## config.mk

```make
export PLATFORM = sky130hd
export DESIGN_NAME = ddr_rd_burst_sched
export DESIGN_NICKNAME = d
export VERILOG_FILES = /design/src/rtl/ddr_rd_burst_sched.sv
export SDC_FILE = /design/constraint.sdc
export NUM_CORES = 1
export LEC_CHECK = 0
export ABC_AREA = 1
export CAP_MARGIN = 10
export CORE_ASPECT_RATIO = 0.7
export CORE_UTILIZATION = 30
export CTS_CLUSTER_DIAMETER = 60
export DETAILED_ROUTE_END_ITERATION = 7
export PLACE_DENSITY = 0.54
export RECOVER_POWER = 50
export REMOVE_ABC_BUFFERS = 1
export SYNTH_ARGS = -nofsm -noshare
export SYNTH_HDL_FRONTEND = slang
export SYNTH_SLANG_ARGS = --single-unit
```

## constraint.sdc

```tcl
create_clock -name ACLK -period 3.15 [get_ports ACLK]
set_input_delay 0.7875 -clock ACLK [delete_from_list [all_inputs] [get_ports ACLK]]
set_output_delay 0.7875 -clock ACLK [all_outputs]
set_load 0.05 [all_outputs]
```

## src/rtl/ddr_rd_burst_sched.sv

```systemverilog
// ddr_rd_burst_sched: splits one large read request into AXI-legal bursts (<= MAX_BURST beats, no 4 KB crossing, FIFO room required), one burst in flight
// Ports:
//   ACLK, ARESET            clock, asynchronous active-high reset
//   req_valid/req_ready     request handshake; req_addr (byte address), req_beats (total beats)
//   req_done                one-cycle pulse when the whole request has completed
//   busy                    high whenever a request is in progress
//   fifo_space              free entries in the downstream read-data FIFO
//   rd_start                one-cycle burst start; rd_burst_len / rd_start_addr describe the burst
//   rd_ready, rd_done       read master idle / burst complete pulse
module ddr_rd_burst_sched #(
   parameter int DATA_WIDTH      = 64,
   parameter int ADDR_WIDTH      = 29,
   parameter int BURST_LEN_WIDTH = 8,
   parameter int LEN_WIDTH       = 16,
   parameter int MAX_BURST       = 64,
   parameter int FIFO_CNT_WIDTH  = 10
) (
   input  logic                       ACLK,
   input  logic                       ARESET,
   input  logic                       req_valid,
   output logic                       req_ready,
   input  logic [ADDR_WIDTH-1:0]      req_addr,
   input  logic [LEN_WIDTH-1:0]       req_beats,
   output logic                       req_done,
   output logic                       busy,
   input  logic [FIFO_CNT_WIDTH-1:0]  fifo_space,
   output logic                       rd_start,
   output logic [BURST_LEN_WIDTH-1:0] rd_burst_len,
   output logic [ADDR_WIDTH-1:0]      rd_start_addr,
   input  logic                       rd_ready,
   input  logic                       rd_done
);
   localparam int BEAT_SHIFT = $clog2(DATA_WIDTH / 8);
   typedef enum logic [2:0] {IDLE, CALC, ISSUE, WAIT_DONE, DONE} state_t;
   state_t state, state_nxt;
   logic [ADDR_WIDTH-1:0] cur_addr;
   logic [LEN_WIDTH-1:0]  remain, cap, bnd, len_calc;
   logic                  fire;
   always_comb begin
      // beats left before the next 4 KB boundary: 1..512
      bnd       = LEN_WIDTH'(10'd512 - {1'b0, cur_addr[11:3]});
      cap       = remain < LEN_WIDTH'(MAX_BURST) ? remain : LEN_WIDTH'(MAX_BURST);
      len_calc  = cap < bnd ? cap : bnd;
      fire      = state == ISSUE && rd_ready && 32'(fifo_space) >= 32'(rd_burst_len);
      req_ready = state == IDLE;
      busy      = state != IDLE;
      req_done  = state == DONE;
      rd_start  = fire;
      state_nxt = state;
      unique case (state)
         IDLE:      if (req_valid) state_nxt = req_beats == '0 ? DONE : CALC;
         CALC:      state_nxt = ISSUE;
         ISSUE:     if (fire) state_nxt = WAIT_DONE;
         WAIT_DONE: if (rd_done) state_nxt = remain != '0 ? CALC : DONE;
         DONE:      state_nxt = IDLE;
         default:   state_nxt = IDLE;
      endcase
   end
   always_ff @(posedge ACLK or posedge ARESET)
      if (ARESET) state <= IDLE;
      else        state <= state_nxt;
   always_ff @(posedge ACLK or posedge ARESET) begin
      if (ARESET) begin
         cur_addr      <= '0;
         remain        <= '0;
         rd_burst_len  <= '0;
         rd_start_addr <= '0;
      end else begin
         if (state == IDLE && req_valid) begin
            cur_addr <= req_addr & ~ADDR_WIDTH'(7);
            remain   <= req_beats;
         end
         // burst descriptor is captured here so it is stable for the whole ISSUE stall
         if (state == CALC) begin
            rd_burst_len  <= BURST_LEN_WIDTH'(len_calc);
            rd_start_addr <= cur_addr;
         end
         if (fire) begin
            cur_addr <= cur_addr + (ADDR_WIDTH'(rd_burst_len) << BEAT_SHIFT);
            remain   <= remain - LEN_WIDTH'(rd_burst_len);
         end
      end
   end
endmodule

```

### Yosys cells after proc, flatten, opt, wreduce, memory -nomap -nowiden

Cells that the tools add are included.

| storage, ports and cells | value |
|---|---|
| bits in registers | 85 |
| output and inout bits | 41 |

| operators by class | value |
|---|---|
| add/sub/neg operators | 3 |
| magnitude comparators | 3 |
| equality and inequality tests | 7 |
| muxes and demuxes | 12 |
| reduce and logical (&&, ||, !) cells | 9 |

Operators by type and width:

| operator | count |
|---|---|
| 29-bit two-way mux | 2 |
| 16-bit two-way mux | 3 |
| 29-bit by 11-bit adder with 29-bit output | 1 |
| 16-bit zero test | 1 |
| 16-bit less-than comparator | 1 |
| 16-bit by 7-bit less-than comparator with 1-bit output (second input constant) | 1 |
| 16-bit nonzero test | 1 |
| 16-bit by 8-bit subtractor with 16-bit output | 1 |
| 3-bit two-way mux | 5 |
| 3-bit one-hot mux with 4 select lines | 1 |
| 10-bit by 9-bit subtractor with 11-bit output (first input constant) | 1 |
| 10-bit by 8-bit greater-or-equal comparator with 1-bit output | 1 |
| 8-bit two-way mux | 1 |
| 3-bit by 2-bit equality test with 1-bit output (second input constant) | 2 |
| 2-bit != test (second input constant) | 3 |
| 3-bit by 1-bit equality test with 1-bit output (second input constant) | 1 |
| 3-bit equality test (second input constant) | 1 |
| 1-bit logical AND | 3 |
| 3-bit zero test | 1 |
| 3-bit AND reduction | 1 |
| 3-bit nonzero test | 1 |
| 2-bit nonzero test | 1 |

### Longest topological paths before layout

Gate-level depths: netlist of the first run.

| depth | value |
|---|---|
| word-level depth | 5 |
| depth in mapped cells | 17 |
| gate-level depth less buffers | 17 |

### Least setup slack after synthesis of the first run

OpenSTA, ideal clock, no wires.

| timing | value |
|---|---|
| path type | register -> output |
| start point | register rd_burst_len[1] |
| end point | output rd_start |
| arrival | 2.119 ns |
| data required time | 2.362 ns |
| path slack | 0.243 ns |
| cell stages (with the launch flop) | 10 |
| buffers on the path | 1 |
| path through | dfrtp_1 > inv_1 > ha_1 > nand2_1 > nor4_1 > nand2_1 > nand4_1 > nand2_4 > inv_4 > buf_2 |

| on the way | value |
|---|---|
| word-level cells in the longest chain between the ends | 2 |

RTL lines:

| item | RTL line | source |
|---|---|---|
| start: declaration | 28 | `output logic [BURST_LEN_WIDTH-1:0] rd_burst_len,` |
| start signal: assignment | 75 | `rd_burst_len <= BURST_LEN_WIDTH'(len_calc);` |
| 10-bit by 8-bit greater-or-equal comparator with 1-bit output | 44 | `fire = state == ISSUE && rd_ready && 32'(fifo_space) >= 32'(rd_burst_len);` |
| 1-bit logical AND | 44 |  |
| end: declaration | 27 | `output logic rd_start,` |

Every way passes these cells.

### Worst setup path in the final report of the first run

| timing | value |
|---|---|
| start point | input fifo_space[4] |
| end point | output rd_start |

| on the way | value |
|---|---|
| word-level cells in the longest chain between the ends | 2 |

RTL lines:

| item | RTL line | source |
|---|---|---|
| start: declaration | 26 | `input logic [FIFO_CNT_WIDTH-1:0] fifo_space,` |
| 10-bit by 8-bit greater-or-equal comparator with 1-bit output | 44 |  |
| 1-bit logical AND | 44 |  |

Every way passes these cells.

==> impl_metrics.json, run 1 <==
{
  "ir_drop_uv": 654,
  "hold_buffers": 0,
  "grt_pass1_vias": 4682,
  "yosys_warnings": 0,
  "ys.flop_type": "dfrtp_1",
  "leakagePower_uw": 0.00328,
  "setup_violations": 0,
  "nets": 900,
  "rsz0062_at_grt": "false",
  "synth_mux_area_frac": 0.00184,
  "violations": "capacitance limit, slew limit",
  "synth_most_common_cell": "nand2_1",
  "antenna_found_initial": 0,
  "cts_tree": "yes",
  "hpwl_mm": 11.7,
  "fin_crit_ns": 3.03,
  "place_area_sq_mm": 0.00667,
  "grt_pass1_wl_mm": 25.0,
  "wl_per_cell_um": 15.0,
  "fmax_mhz": 330,
  "via_count": 4904,
  "yosysUniqueCellTypes": 43,
  "end_kind": "output port",
  "synthAdderAreaFrac": 0.0856,
  "powerDensity_mw_per_mm2": 1120,
  "gp_congestion": 0.846,
  "avgSynthCellArea_sq_um": 7.67,
  "syn_inst": 709,
  "hold_depth": 2,
  "die_w_um": 163,
  "final_area_sq_mm": 0.00697,
  "startpoint_type": "input port",
  "cap_violations": 1,
  "antenna_cells": 0,
  "grt_max_degree": 80,
  "std_cell_rows": 40,
  "r2r_start": "cur_addr[3]",
  "maxSlewViolCount": 80,
  "syn_area_sq_mm": 0.00544,
  "layout-drive-gt1-share": 0.0893,
  "path_max_fanout": 3,
  "post-route-period-util": 0.963,
  "dieArea_sq_mm": 0.0187,
  "path_clk_slew_ns": 0.06,
  "synthTopCellsByCount": "nand2_1, inv_1, dfrtp_1, nor2_1, nand3_1",
  "synth_edf_count": 0,
  "h-tree-depth": 3,
  "slew_headroom": -0.222,
  "synth_compound_area_frac": 0.157,
  "skew_ns": 0.0111,
  "critPathKind": "input port to output port",
  "dr.pass1.iters": 4,
  "root_buffer": "clkbuf_16",
  "holdPathEnd": "rd_start_addr[12]",
  "gr-total-overflow": 0,
  "numCtsBuffers": 9,
  "clockBufferDepth": 2,
  "hold_class": "register to register",
  "critPathArrivalTime_ns": 2.25,
  "core_area_sq_mm": 0.0174,
  "yosys.area.top_type_share": 0.364,
  "reg2reg_to": "rd_burst_len[7]",
  "worst_pin_slew_ns": 1.83,
  "synth_xor_area_frac": 0.0483,
  "ff2ff_path_depth": 15,
  "drt_iter0_markers": 283,
  "status": "finished, violations left",
  "synth_top_family_by_area": "simple AND/OR/NAND/NOR gates",
  "hold_violations": 0,
  "drc": 0,
  "reg2reg_slack_ns": 0.44,
  "initial_core_util": 0.312,
  "ys_ff_latch": 79,
  "yosys-top-cells-area": "dfrtp_1, nand2_1, ha_1",
  "yosys.area_share.simple": 0.251,
  "clkLatencyLatePin_ns": 0.34,
  "ios": 101,
  "dp_slack_ns": -0.000465,
  "synth-seq-area-share": 0.364,
  "cts_sinks": 79,
  "die_h_um": 115,
  "port_buffers": 94,
  "async_flop_share": 1.00,
  "synth_largest_area_cell": "dfrtp_1",
  "crit_required_ns": 2.36,
  "hp-start": "rd_start_addr[12]",
  "viasPerCell": 4.73,
  "syn_to_final_growth_pct": 28.2,
  "layout_setup_ws_ns": 0.115,
  "antenna_left": 0,
  "wl_mm": 15.5,
  "grt_usage": 0.173
}
==> per-layer routing <==
layer	global-route usage	wire, um
met2	0.232	5950
met5	0	0
met3	0.0380	920
met4	0.0299	76
met1	0.277	8580
==> repair_timing <==
action                                  in CTS  in global routing
endpoints found under the setup margin       0                  1
buffers inserted                             0                  0
resized for setup                            0                 17
==> kinds of logic (layout without fill, tap and decap cells) <==
group | Yosys count | count (layout)
flip-flops | 79 | 79
XOR/XNOR | 30 | 30
multiplexers | 1 | 1
buffers and inverters | 121 | 213
adder cells (fa/ha/maj) | 36 | 36
AO/OA/AOI/OAI | 134 | 134
AND/OR/NAND/NOR | 307 | 307
other | 1 | 6
==> where the power goes <==
part           switching, uW  internal [uW]
logic                   3140           1770
clock network            404            540
registers                440           1510
==> cell type report <==
cell class / instances / area [sq um]
sequential: 79 / 1980
tap: 231 / 289
timing repair buffer: 103 / 1050
clock inverter: 2 / 10.0
multi-input combinational: 514 / 3030
fill: 1839 / 10400
inverter: 97 / 368
clock buffer: 11 / 243
==> state kept, by name (all words and copies together) (netlist names) <==
name,count
rd_burst_len,8
remain,16
cur_addr,26
rd_start_addr,26
state,3
==> metrics by stage <==
| stage | TNS (ns) | utilization | cells | total power [uW] | hold WS [ns] |
|---|---|---|---|---|---|
| 6_report | 0 | 0.400 | 1037 | 7810 | 0.475 |
| 3_3_place_gp | 0 | 0.383 | 1024 | 6790 | 0.462 |
| 4_1_cts | 0 | 0.397 | 1037 | 7800 | 0.483 |
| 2_1_floorplan | 0 | - | 690 | 5360 | 0.481 |
| 5_1_grt | 0 | 0.400 | 1037 | 8480 | 0.511 |
| 3_5_place_dp | -0.000465 | 0.383 | 1024 | 6820 | 0.472 |
==> cell usage in the layout (no fill, tap or decap), types with 6 or more instances in the layout <==
cell type	count
nand4_1	10
conb_1	6
nor3_1	10
clkdlybuf4s50_1	86
o21ai_0	40
ha_1	31
nand2_2	11
o21ai_1	6
inv_1	87
o22ai_2	10
clkbuf_16	9
xor2_1	25
nand3_1	48
nor4_1	6
inv_2	8
nand2_1	153
dfrtp_1	78
nor2_1	57
a21oi_1	39
o211ai_1	14
o22ai_1	8
dlymetal6s2s_1	7
==> how the worst max path moves through the flow <==
stage | endpoint | from | slack, ns
2_1_floorplan | rd_start | rd_burst_len[1] | 0.22
3_3_place_gp | rd_start | fifo_space[7] | 0.01
3_5_place_dp | rd_start | fifo_space[7] | -0.0005
4_1_cts | rd_start | fifo_space[7] | 0.002
5_1_grt | rd_start | fifo_space[4] | 0.0009
6_report | rd_start | fifo_space[4] | 0.12
==> worst max-delay path: stages <==
cell             delay, ns
clkdlybuf4s50_1       0.40
ha_1                  0.30
nand2_2               0.10
o21ai_1               0.08
nand2_1               0.07
nand4_1               0.16
nand2_4               0.16
inv_4                 0.05
buf_12                0.14
Power figures use the tool's default switching activity.
==> run 2, diff against run 1 <==
--- a/config.mk
+++ b/config.mk
@@ -8,6 +8,7 @@
 export ABC_AREA = 1
 export CAP_MARGIN = 10
 export CORE_ASPECT_RATIO = 0.7
+export CORE_MARGIN = 4
 export CORE_UTILIZATION = 30
 export CTS_CLUSTER_DIAMETER = 60
 export DETAILED_ROUTE_END_ITERATION = 7
==> run 2 against run 1 <==
Compared with the run above:
- largest power group unchanged
- cell area grew 1.3%
- fmax is 0.69% lower
- non-clock buffer count up 4
- highest routed layer unchanged
- wire length is 3.9% higher
- sequential cell count unchanged
- the flow still finishes with violations (capacitance limit, slew limit)
- clock-buffer cell count rose by 1
- sequential share of layout area down 0.35 points
==> impl_metrics.json, run 2 (synthesis gave the netlist of run 1 again) <==
{
  "final_util": 0.404,
  "layout_commonest_cell": "nand2_1",
  "cts_tree": "yes",
  "clkLatencyLatePin_ns": 0.34,
  "cpPeakStageDelay_ns": 0.40,
  "end_kind": "output port",
  "drt_iter0_markers": 361,
  "viasPerCell": 4.81,
  "path_clk_slew_ns": 0.06,
  "status": "finished, violations left",
  "critPathKind": "input port to output port",
  "dp_slack_ns": 0.00101,
  "combPwrFrac": 0.614,
  "crit_chain": "clkdlybuf4s50_1 -> ha_1 -> nand2_1 -> nor2_1 -> o211ai_1 -> nand4_1 -> nand2_4 -> inv_4 -> buf_12",
  "worst_pin_slew_ns": 1.86,
  "grt_pass1_wl_mm": 26.0,
  "nFillCells": 1781,
  "syn_to_final_growth_pct": 29.8,
  "r2r_start": "cur_addr[3]",
  "critPathArrivalTime_ns": 2.27,
  "die_w_um": 169,
  "path_max_fanout": 2,
  "ios": 101,
  "wl_mm": 16.1,
  "multi_input_area_sq_mm": 0.00302,
  "maxSlewViolCount": 80,
  "antenna_cells": 0,
  "cap_violations": 1,
  "powerDensity_mw_per_mm2": 1150,
  "via_count": 5023,
  "layout-drive-gt1-share": 0.0947,
  "antenna_found_initial": 0,
  "leakagePower_uw": 0.00331,
  "setup_violations": 0,
  "die_h_um": 121,
  "initial_core_util": 0.311,
  "top_regs": "cur_addr: 26 flops, rd_start_addr: 26 flops, remain: 16 flops",
  "slew_headroom": -0.243,
  "dieArea_sq_mm": 0.0204,
  "skew_ns": 0.00725,
  "std_cell_rows": 40,
  "crit_path_start": "fifo_space[6]",
  "port_buffers": 94,
  "core_area_sq_mm": 0.0175,
  "hpwl_mm": 12.0,
  "grt_usage": 0.160,
  "clockBufferDepth": 2,
  "ir_drop_uv": 495,
  "hp-start": "rd_start_addr[23]",
  "crit_required_ns": 2.36,
  "grt_pass1_vias": 4820,
  "p_sw_uw": 4070,
  "swShare": 0.503,
  "grt_max_degree": 80,
  "wl_per_cell_um": 15.4,
  "root_buffer": "clkbuf_16",
  "numCtsBuffers": 9,
  "cp_slowest_cell": "clkdlybuf4s50_1",
  "seqPwrFrac": 0.240,
  "antenna_left": 0,
  "hold_violations": 0,
  "drc": 0,
  "final_area_sq_mm": 0.00706,
  "fin_crit_ns": 3.06,
  "cp.buffers_inverters": 3,
  "hold_class": "register to register",
  "startpoint_type": "input port",
  "gr-total-overflow": 0,
  "pwr-share-clk": 0.146,
  "register_area_sq_mm": 0.00198,
  "intPower_uw": 4030,
  "crit_family": "buffers and inverters",
  "h-tree-depth": 3,
  "violations": "capacitance limit, slew limit",
  "cts_sinks": 79,
  "nets": 904,
  "gp_congestion": 0.876,
  "fmax_mhz": 327,
  "most-common-layout-cells": "nand2_1, clkdlybuf4s50_1, inv_1",
  "totalNegativeSetupSlack_ns": 0,
  "dr.pass1.iters": 4,
  "place_area_sq_mm": 0.00668,
  "layout_setup_ws_ns": 0.0941,
  "post_cts_buffers": 0,
  "post-route-period-util": 0.970,
  "hold_slack_ns": 0.476
}
==> run 2: cell count changes in the layout (fill, tap and decap cells not counted), sizes merged <==
cell | before | now
buf | 9 | 13
clkinv | 2 | 1
clkdlybuf4s50 | 86 | 88
inv | 96 | 97
dlymetal6s2s | 7 | 5
bufinv | 0 | 2
clkbuf | 12 | 13
==> run 2: worst paths after layout <==
path	end	slack [ns]	cells after the start
worst max-delay path	rd_start	0.09	9
worst min-delay path	rd_start_addr[23]	0.48	2
worst max register to register	rd_burst_len[7]	0.34	15
worst min register to register	rd_start_addr[23]	0.48	2
max in group asynchronous	rd_burst_len[1]	0.48	3
min in group asynchronous	rd_start_addr[23]	1.45	3
==> run 2: through the flow <==
stage,cells,total power (uW)
after floorplan,690,5360
after global placement,1028,6830
after detailed placement,1028,6860
after CTS,1044,8090
after global routing,1044,8800
final,1044,8100
==> run 2: layout make-up <==
| cell class | instances | area share |
|---|---|---|
| Inverter | 97 | 0.0521 |
| Multi-Input combinational cell | 514 | 0.428 |
| Clock inverter | 4 | 0.0108 |
| Tap cell | 231 | 0.0410 |
| Sequential cell | 79 | 0.280 |
| Timing Repair Buffer | 107 | 0.151 |
| Clock buffer | 12 | 0.0363 |
==> run 2: power by group through the flow <==
stage / clock (uW) / sequential, uW / combinational [uW]
finish: 1180 / 1950 / 4970
global route: 1250 / 2020 / 5530
CTS: 1210 / 1940 / 4940
detailed placement: 0 / 1950 / 4910
global placement: 0 / 1950 / 4880
floorplan: 0 / 2500 / 2860
==> run 2: worst register-to-register path: stages (launching register included) <==
cell	delay (ns)
dfrtp_1	0.43
nor3_1	0.31
nand3_1	0.18
nor2_1	0.17
nand2_1	0.08
xor2_1	0.26
inv_1	0.09
ha_1	0.30
nand2_1	0.09
nor2_1	0.05
a211oi_1	0.20
nand2_2	0.10
nand2_4	0.12
nand2_4	0.10
nand3_1	0.07
o21ai_0	0.10
==> run 2: what timing repair did <==
item                                    in CTS  in global routing
endpoints found under the setup margin       0                  1
hold buffers                                 0                  0
gates resized for setup                      0                 13
==> run 2: per-layer routing <==
layer	up-vias	wire, um	global-route usage
li1	2551	-	-
met2	139	6140	0.212
met1	2323	9010	0.261
met3	10	851	0.0340
met4	0	128	0.0284
met5	-	0	0
==> run 3, diff against run 2 <==
--- a/config.mk
+++ b/config.mk
@@ -7,7 +7,7 @@
 export LEC_CHECK = 0
 export ABC_AREA = 1
 export CAP_MARGIN = 10
-export CORE_ASPECT_RATIO = 0.7
+export CORE_ASPECT_RATIO = 0.6
 export CORE_MARGIN = 4
 export CORE_UTILIZATION = 30
 export CTS_CLUSTER_DIAMETER = 60
@@ -15,6 +15,7 @@
 export PLACE_DENSITY = 0.54
 export RECOVER_POWER = 50
 export REMOVE_ABC_BUFFERS = 1
+export SLEW_MARGIN = 20
 export SYNTH_ARGS = -nofsm -noshare
 export SYNTH_HDL_FRONTEND = slang
 export SYNTH_SLANG_ARGS = --single-unit
==> constraint.sdc (replaced) <==
create_clock -name ACLK -period 3.8 [get_ports ACLK]
set_input_delay 0.95 -clock ACLK [delete_from_list [all_inputs] [get_ports ACLK]]
set_output_delay 0.95 -clock ACLK [all_outputs]
set_load 0.05 [all_outputs]
==> run 3 against run 2 <==
Compared with the run above:
- the run still ends with capacitance limit, slew limit left
- core utilization down 0.61 points
- clock power down 25%
- first-iteration DRC count up 12%
- sequential power down 17%
- global-route usage up 0.15 points
- critical path depth unchanged
- worst hold slack better by 0.0020 ns
- critical endpoint unchanged
- largest power group unchanged
==> impl_metrics.json, run 3 (synthesis gave the netlist of run 1 again) <==
{
  "clockBufferDepth": 2,
  "wl_mm": 16.4,
  "endpoint": "rd_start",
  "most-common-layout-cells": "nand2_1, clkdlybuf4s50_1, inv_1",
  "viasPerCell": 4.74,
  "root_buffer": "clkbuf_16",
  "gr-total-overflow": 0,
  "via_count": 4943,
  "hold_buffers": 0,
  "path_max_fanout": 2,
  "std_cell_rows": 37,
  "critPathKind": "input port to output port",
  "cts_sinks": 79,
  "antenna_left": 0,
  "hold_violations": 0,
  "layout_setup_ws_ns": 0.320,
  "slew_headroom": -0.106,
  "drc": 0,
  "dieArea_sq_mm": 0.0204,
  "rsz0062_at_grt": "false",
  "antenna_cells": 0,
  "clkLatencyLatePin_ns": 0.34,
  "antenna_found_initial": 0,
  "h-tree-depth": 3,
  "syn_to_final_growth_pct": 27.8,
  "maxSlewViolCount": 35,
  "grt_pass1_vias": 4855,
  "hpwl_mm": 12.6,
  "path_clk_slew_ns": 0.06,
  "gp_congestion": 0.852,
  "startpoint_type": "input port",
  "path_depth": 9,
  "crit_path_start": "fifo_space[7]",
  "wl_per_cell_um": 15.7,
  "cp.buffers_inverters": 3,
  "worst_pin_slew_ns": 1.65,
  "layout-drive-gt1-share": 0.0804,
  "cts_resized": 0,
  "fin_crit_ns": 3.48,
  "dr.pass1.iters": 5,
  "skew_ns": 0.0104,
  "hold_slack_ns": 0.478,
  "cpMostUsedCell": "nand2_1",
  "status": "finished, violations left",
  "violations": "capacitance limit, slew limit",
  "die_w_um": 182,
  "grt_pass1_wl_mm": 26.6,
  "post-route-period-util": 0.916,
  "nets": 899,
  "die_h_um": 112,
  "reg2reg_to": "rd_burst_len[3]",
  "ios": 101,
  "cp_slowest_cell": "clkdlybuf4s50_1",
  "grt_usage": 0.161,
  "dp_slack_ns": 0.305,
  "hold_class": "register to register",
  "end_kind": "output port",
  "nFillCells": 1836,
  "r2r_start": "cur_addr[3]",
  "setup_violations": 0,
  "crit_family": "simple AND/OR/NAND/NOR gates",
  "reg2reg_slack_ns": 0.95,
  "fmax_mhz": 287,
  "core_area_sq_mm": 0.0175,
  "post_cts_buffers": 0,
  "initial_core_util": 0.311,
  "layout_commonest_cell": "nand2_1",
  "port_buffers": 94,
  "numCtsBuffers": 9,
  "crit_chain": "clkdlybuf4s50_1 -> ha_1 -> nand2_1 -> nor4_1 -> nand2_1 -> nand4_1 -> nand2_4 -> inv_4 -> buf_12",
  "top_regs": "cur_addr: 26 flops, rd_start_addr: 26 flops, remain: 16 flops",
  "powerDensity_mw_per_mm2": 946,
  "crit_required_ns": 2.85,
  "ff2ff_path_depth": 16,
  "leakagePower_uw": 0.00322,
  "totalNegativeSetupSlack_ns": 0,
  "cts_tree": "yes",
  "ir_drop_uv": 566,
  "cpPeakStageDelay_ns": 0.40,
  "cap_violations": 1,
  "grt_max_degree": 46,
  "critPathArrivalTime_ns": 2.53,
  "drt_iter0_markers": 405
}
## run 3: how the worst min path moves through the flow
stage | slack, ns | startpoint | cells past startpoint | end
2_1_floorplan | 0.48 | remain[0] | 2 | remain[0]
3_3_place_gp | 0.46 | rd_start_addr[23] | 2 | rd_start_addr[23]
3_5_place_dp | 0.47 | rd_start_addr[20] | 2 | rd_start_addr[20]
4_1_cts | 0.48 | rd_start_addr[20] | 2 | rd_start_addr[20]
5_1_grt | 0.50 | rd_start_addr[6] | 2 | rd_start_addr[6]
6_report | 0.48 | rd_start_addr[20] | 2 | rd_start_addr[20]
## run 3: power by group
group / internal, uW / switching [uW]
Sequential: 1250 / 364
Combinational: 1430 / 2630
Clock: 530 / 360
Total: 3210 / 3360
## run 3: worst register-to-register path, cell delays in order (launching register included)
cell	delay, ns
dfrtp_1	0.43
nor3_1	0.34
nand3_1	0.19
nor2_1	0.18
nand2_1	0.08
xor2_1	0.20
inv_1	0.08
ha_1	0.29
nand2_1	0.09
nor2_1	0.05
a211oi_1	0.23
nand2_2	0.11
nand2_4	0.13
nand2_4	0.10
nand2_1	0.07
nand3_1	0.11
nand2_1	0.11
## run 3: per-stage QoR
stage	total power [uW]	std cells	utilization	cell area (sq um)
floorplan	4440	690	-	5320
global route	7160	1042	0.398	6940
CTS	6590	1042	0.398	6950
detailed placement	5670	1026	0.381	6650
global placement	5650	1026	0.381	6650
finish	6570	1042	0.398	6940
## run 3: routing by layer
metal / global-route usage / vias up / part of all wire
li1: - / 2535 / -
met1: 0.265 / 2270 / 0.56
met2: 0.207 / 129 / 0.36
met3: 0.0447 / 9 / 0.071
met4: 0.0225 / 0 / 0.0041
met5: 0 / - / 0
## run 3: layout make-up
| class | count | area, sq um | area share |
|---|---|---|---|
| well taps | 234 | 293 | 0.0422 |
| clock inverters | 4 | 53.8 | 0.00775 |
| multi-input cells | 514 | 2980 | 0.429 |
| clock buffers | 12 | 246 | 0.0355 |
| inverters | 97 | 368 | 0.0530 |
| repair buffers | 102 | 1030 | 0.148 |
| flip-flops and latches | 79 | 1980 | 0.285 |
